## src/rtl/regfile_wr_arbiter.sv

```systemverilog
// Write-port arbiter for the DFF register bank. It picks one of NREQ
// requesters each cycle, by round-robin or fixed priority, and can hold the
// grant on one requester for a locked burst of up to MAXBURST writes. All
// bank-side outputs are registered.
module regfile_wr_arbiter #(
  parameter int unsigned NREQ     = 4,
  parameter int unsigned AW       = 3,
  parameter int unsigned DW       = 8,
  parameter int unsigned MAXBURST = 4
) (
  input  logic              clk,
  input  logic              rst_n,
  input  logic [NREQ-1:0]   req_valid,
  input  logic [NREQ-1:0]   req_lock,
  input  logic [NREQ*AW-1:0] req_addr,
  input  logic [NREQ*DW-1:0] req_data,
  output logic [NREQ-1:0]   req_ready,
  input  logic              prio_fixed,
  input  logic              bank_stall,
  output logic              wr_en,
  output logic [AW-1:0]     wr_addr,
  output logic [DW-1:0]     wr_data,
  output logic [2:0]        grant_id,
  output logic              locked
);

  localparam int unsigned PW = (NREQ > 1) ? $clog2(NREQ) : 1;

  typedef enum logic {ST_IDLE, ST_LOCKED} state_t;

  state_t          state_q, state_d;
  logic [PW-1:0]   rr_ptr, rr_d;
  logic [PW-1:0]   owner, owner_d;
  logic [3:0]      burst_cnt, cnt_d;
  logic [PW-1:0]   winner;
  logic [PW-1:0]   rr_idx;
  logic            win_found;
  logic            xfer;

  // Winner search: owner only while locked, else lowest index or
  // first valid index at or above rr_ptr with wrap-around.
  always_comb begin
    win_found = 1'b0;
    winner    = '0;
    rr_idx    = '0;
    if (state_q == ST_LOCKED) begin
      winner    = owner;
      win_found = req_valid[owner];
    end else if (prio_fixed) begin
      for (int unsigned k = 0; k < NREQ; k++) begin
        if (!win_found && req_valid[PW'(k)]) begin
          win_found = 1'b1;
          winner    = PW'(k);
        end
      end
    end else begin
      for (int unsigned k = 0; k < NREQ; k++) begin
        rr_idx = PW'((32'(rr_ptr) + k) % NREQ);
        if (!win_found && req_valid[rr_idx]) begin
          win_found = 1'b1;
          winner    = rr_idx;
        end
      end
    end
  end

  // Ready strobe for the winner; a transfer is exactly ready & valid.
  always_comb begin
    req_ready = '0;
    xfer      = rst_n && !bank_stall && win_found;
    if (xfer) req_ready[winner] = 1'b1;
  end

  // Next-state logic for the lock FSM, burst counter and round-robin pointer.
  always_comb begin
    state_d = state_q;
    owner_d = owner;
    cnt_d   = burst_cnt;
    rr_d    = rr_ptr;
    if (xfer) begin
      if (!prio_fixed) rr_d = (winner == PW'(NREQ - 1)) ? '0 : winner + 1'b1;
      if (state_q == ST_IDLE) begin
        // With MAXBURST=1 the first write already exhausts the burst,
        // so the lock is never entered.
        if (req_lock[winner] && (MAXBURST > 1)) begin
          state_d = ST_LOCKED;
          owner_d = winner;
          cnt_d   = 4'd1;
        end
      end else if (!req_lock[owner] || (burst_cnt + 4'd1 >= 4'(MAXBURST))) begin
        state_d = ST_IDLE;
        cnt_d   = '0;
      end else begin
        cnt_d = burst_cnt + 4'd1;
      end
    end else if ((state_q == ST_LOCKED) && !bank_stall && !req_valid[owner]) begin
      state_d = ST_IDLE;
      cnt_d   = '0;
    end
  end

  // State registers and registered bank write port.
  always_ff @(posedge clk) begin
    if (!rst_n) begin
      state_q   <= ST_IDLE;
      rr_ptr    <= '0;
      owner     <= '0;
      burst_cnt <= '0;
      wr_en     <= 1'b0;
      wr_addr   <= '0;
      wr_data   <= '0;
      grant_id  <= '0;
      locked    <= 1'b0;
    end else begin
      state_q   <= state_d;
      rr_ptr    <= rr_d;
      owner     <= owner_d;
      burst_cnt <= cnt_d;
      locked    <= (state_d == ST_LOCKED);
      wr_en     <= xfer;
      if (xfer) begin
        wr_addr  <= req_addr[winner*AW +: AW];
        wr_data  <= req_data[winner*DW +: DW];
        grant_id <= 3'(winner);
      end
    end
  end

endmodule

```

## config.mk

```make
export PLATFORM = sky130hd
export DESIGN_NAME = regfile_wr_arbiter
export DESIGN_NICKNAME = d
export VERILOG_FILES = /design/src/rtl/regfile_wr_arbiter.sv
export SDC_FILE = /design/constraint.sdc
export NUM_CORES = 1
export LEC_CHECK = 0
export CORE_MARGIN = 5
export CORE_UTILIZATION = 43
export CTS_BUF_LIST = sky130_fd_sc_hd__clkbuf_4 sky130_fd_sc_hd__clkbuf_8
export DETAILED_ROUTE_END_ITERATION = 10
export PLACE_DENSITY = 0.84
export SYNTH_ARGS = -nofsm -noshare
export SYNTH_HDL_FRONTEND = slang
export SYNTH_SLANG_ARGS = --single-unit
export TNS_END_PERCENT = 30
```

## constraint.sdc

```tcl
create_clock -name clk -period 2.49 [get_ports clk]
set_clock_uncertainty 0.05 [all_clocks]
set_input_delay 0.249 -clock clk [delete_from_list [all_inputs] [get_ports clk]]
set_output_delay 0.249 -clock clk [all_outputs]
set_load 0.05 [all_outputs]
```

==> results of run 1 <==
[cell type report]
class	instances	area [µm²]
multi-input combinational	140	1120
timing repair buffer	103	1010
fill	272	962
sequential	23	460
tap	48	60.1
clock buffer	3	41.3
inverter	6	22.5
clock inverter	1	5.00
[report_power, final]
part           switching, mW  internal, mW  total (mW)
sequential            0.0384         0.409       0.448
clock                  0.126         0.112       0.238
combinational          0.363         0.362       0.725
total                  0.528         0.883        1.41
[stage by stage]
step,worst slack [ns],util,instances
floorplan,-0.0405,-,182
finish,0.113,0.739,324
CTS,0.0312,0.731,323
global route,0.000549,0.739,324
global placement,-0.171,0.710,317
detailed placement,-0.251,0.710,317
[worst min-delay path: stages, from the launching register on]
cell and delay [ns]:
sky130_fd_sc_hd__dfxtp_1 0.31, sky130_fd_sc_hd__nand2_1 0.05, sky130_fd_sc_hd__o21ai_1 0.05
[flip-flops by register name, indices dropped and copies added, names as in the netlist]
name       cells
wr_en          1
state_q        1
owner          2
wr_data        8
wr_addr        3
grant_id       2
burst_cnt      4
rr_ptr         2
[final timing paths]
path                                  from            to  slack [ns]  cells after the start
worst min-delay path            wr_data[5]    wr_data[5]        0.40                      2
worst max-delay path            prio_fixed  req_ready[0]        0.11                      8
worst max register to register   rr_ptr[1]    wr_data[7]        0.20                      9
worst min register to register  wr_data[5]    wr_data[5]        0.40                      2
[metal layers]
layer  vias to the layer above  track usage
li1                        857            -
met1                       886        0.246
met2                        69        0.376
met3                         4       0.0533
met4                         0       0.0397
met5                         -            0
[cells by family (layout without fill, tap and decap cells)]
group,count (synthesis),count (layout),synth area share
simple gates,69,69,0.198
fa+ha+maj,5,5,0.0381
flops,23,23,0.281
buf+inv,19,113,0.0587
other cells,1,1,0.00229
mux,19,19,0.215
compound gates,46,46,0.207
[repair_timing]
item / CTS / global route
pin swaps: 0 / 1
resized for setup: 8 / 6
setup endpoints to repair: 4 / 9
buffers inserted: 2 / 1
[cell usage in the layout (no fill, tap or decap), types with 2 or more instances in the layout]
cell and n:
sky130_fd_sc_hd__mux4_2 13, sky130_fd_sc_hd__nand4_1 3, sky130_fd_sc_hd__buf_4 28, sky130_fd_sc_hd__and2_1 5, sky130_fd_sc_hd__nor2_1 6, sky130_fd_sc_hd__mux2i_1 6
sky130_fd_sc_hd__nor2b_1 6, sky130_fd_sc_hd__dfxtp_1 23, sky130_fd_sc_hd__o21ai_1 13, sky130_fd_sc_hd__inv_1 3, sky130_fd_sc_hd__buf_12 5, sky130_fd_sc_hd__nor2_2 4
sky130_fd_sc_hd__nand2_1 33, sky130_fd_sc_hd__a21oi_1 5, sky130_fd_sc_hd__dlygate4sd2_1 2, sky130_fd_sc_hd__clkbuf_8 3, sky130_fd_sc_hd__o21ai_0 3, sky130_fd_sc_hd__dlymetal6s2s_1 2
sky130_fd_sc_hd__clkdlybuf4s50_1 66, sky130_fd_sc_hd__nand3_1 4, sky130_fd_sc_hd__o21ai_2 2, sky130_fd_sc_hd__ha_1 5, sky130_fd_sc_hd__o31a_1 2, sky130_fd_sc_hd__inv_2 3
sky130_fd_sc_hd__o211ai_1 2
==> impl_summary.md, run 1 <==
Global route
The number of global-route vias before repair is 1854. The number of antenna violations at the first check in global routing came to 0. The first-pass GRT wire length is 8660 µm. The largest net degree at the start of global routing is 26.

The total overflow reported by the global router is 0. The total global-route track usage is 0.207.

CTS
CTS built an H-tree with a depth of 1. The source-to-sink clock delay at the later pin of the worst-skew pair is 0.26 ns. CTS placed an instance of sky130_fd_sc_hd__clkbuf_8 at the clock tree root.

TritonCTS built the clock tree. Clock tree synthesis found a total of 23 sinks. The number of hold buffers added after CTS was 0. After clock tree synthesis, the clock-pin slew on the worst setup and hold paths is 0.08 ns.

The clock passes through at most 2 buffers. The number of buffers created by CTS is 3.

Floorplan
The effective utilization at floorplan is 0.445. The die covers 0.00515 mm². The die height is 71.8 µm. The horizontal die dimension is 71.8 µm.

The row count is 22. In this run the count of I/O pins placed on the die edge is 76. The area of the core is 0.00369 mm².

STA
The hold violation count in the final report is 0. The shortest period the worst path allows is 2.38 ns. The maximum clock rate is 0.421 GHz. Setup violations remaining at the end of the flow were counted as 0.

Setup repair after global routing left no endpoint under its margin. The total count of max-transition violations in the final report is 0. In this run the tightest slew margin relative to its limit is 0.640.

The share of the clock period used by the worst path is 0.955. For the pin with the worst max-slew slack, the measured transition is 0.539 ns. Summed over all failing endpoints, the final setup total negative slack is 0 ns.

The worst-case hold slack is 0.402 ns.

Critical path
The critical path launch point type is an input port. The critical path's slowest cell is sky130_fd_sc_hd__clkdlybuf4s50_1. STA classifies the critical path endpoint as an output pin. Data arrives at the worst endpoint at 2.08 ns. The signal on the critical path passes through clkdlybuf4s50_1, buf_4, a2111oi_2, o21ai_2, and2_4, ha_1, and2_1, buf_12. The maximum fanout count along the critical path is 6. The largest single stage delay on the critical path is 0.44 ns. The critical path in this run is classified as in2out.

Data on the critical path is required at its endpoint by 2.19 ns. Grouping stages by cell kind, the critical path spends the most delay in buffers and inverters. The number of buffers and inverters on the critical path is 3.

Logic synthesis
After synthesis the cells add up to 0.00164 mm². The number of instances in the synthesized netlist is 182. Counting flops with a built-in enable in the synthesized netlist gives 0. Counting flops with an async set or reset pin after synthesis yields a share of 0. After synthesis, the cell types taking the most area are sky130_fd_sc_hd__dfxtp_1 28%, sky130_fd_sc_hd__mux4_2 18%, sky130_fd_sc_hd__nand2_1 7.6%. When the netlist entered floorplanning its net count stood at 243. The average size of a mapped cell is 9.01 µm².

For this run, the register share of the synthesized area comes to 0.281. The cell type with the highest aggregate area in the netlist is sky130_fd_sc_hd__dfxtp_1. The most common cell in the synthesized netlist is sky130_fd_sc_hd__nand2_1. During synthesis, Yosys emitted a total of 0 warnings. After synthesis the netlist holds a flip-flop and latch count of 23.

In the synthesized netlist the dominant register cell turns out to be sky130_fd_sc_hd__dfxtp_1. By count the netlist is led by 33 x sky130_fd_sc_hd__nand2_1, 23 x sky130_fd_sc_hd__dfxtp_1, 14 x sky130_fd_sc_hd__o21ai_1, 13 x sky130_fd_sc_hd__mux4_2, 9 x sky130_fd_sc_hd__nor2_1. Of the post-synthesis cell area, the dominant cell type holds 0.281. The count of different cell masters after synthesis is 46.

Drt
The count of antenna-violating nets left after detailed routing is 0. In the routed layout, each cell is associated on average with a via count of 5.60. The via total after detailed routing is 1816. Wires add up to 5410 µm. Summed over all nets, wire length on met2 after detailed routing comes to 2950 µm.

The total DRC errors in the routed layout is 0. The met1 layer wirelength in the final routing is 2070 µm. The detailed-routed wire length on met3 is 344 µm. The count of TritonRoute iterations in the first routing pass is 4. The per-cell routed wire length is 16.7 µm. The highest routed metal layer is met4. In this run, the number of DRC markers left after iteration 0 of detailed routing was 110.

Run
The count of maximum capacitance violations is 0.

Place
The detailed-placement wirelength estimate is 4170 µm. The routability-driven placement congestion ratio is 0.960. The cell area after placement is 0.00262 mm². During placement, the flow inserted port buffers numbering 74.

Power and ir drop
The power density relative to cell area is 517 mW/mm². The leakage power is 1.10 nW. The maximum vdd ir drop is 374 µV. The total power after layout is 1.41 mW.

Cells and area
After routing the design area is 0.00273 mm². The net total in the final layout is 338. The area growth from synthesis to final layout is 66.2%. In the final layout, the share of cells above drive strength 1 is 0.261. The number of antenna cells inserted is 0.

Worst hold path
The path class of the tightest hold or removal check is reg2reg.

Outcome
The flow ran to the end, and the final reports show no timing, DRC or antenna violations.
(Power assumes the default switching activity.)
==> inputs of run 2 (changes only) <==
--- a/config.mk
+++ b/config.mk
@@ -8,6 +8,7 @@
 export CORE_MARGIN = 5
 export CORE_UTILIZATION = 43
 export CTS_BUF_LIST = sky130_fd_sc_hd__clkbuf_4 sky130_fd_sc_hd__clkbuf_8
+export CTS_CLUSTER_SIZE = 16
 export DETAILED_ROUTE_END_ITERATION = 10
 export PLACE_DENSITY = 0.84
 export SYNTH_ARGS = -nofsm -noshare
==> results of run 2 <==
No change in the layout: final DEF, timing and power equal those of run 1.
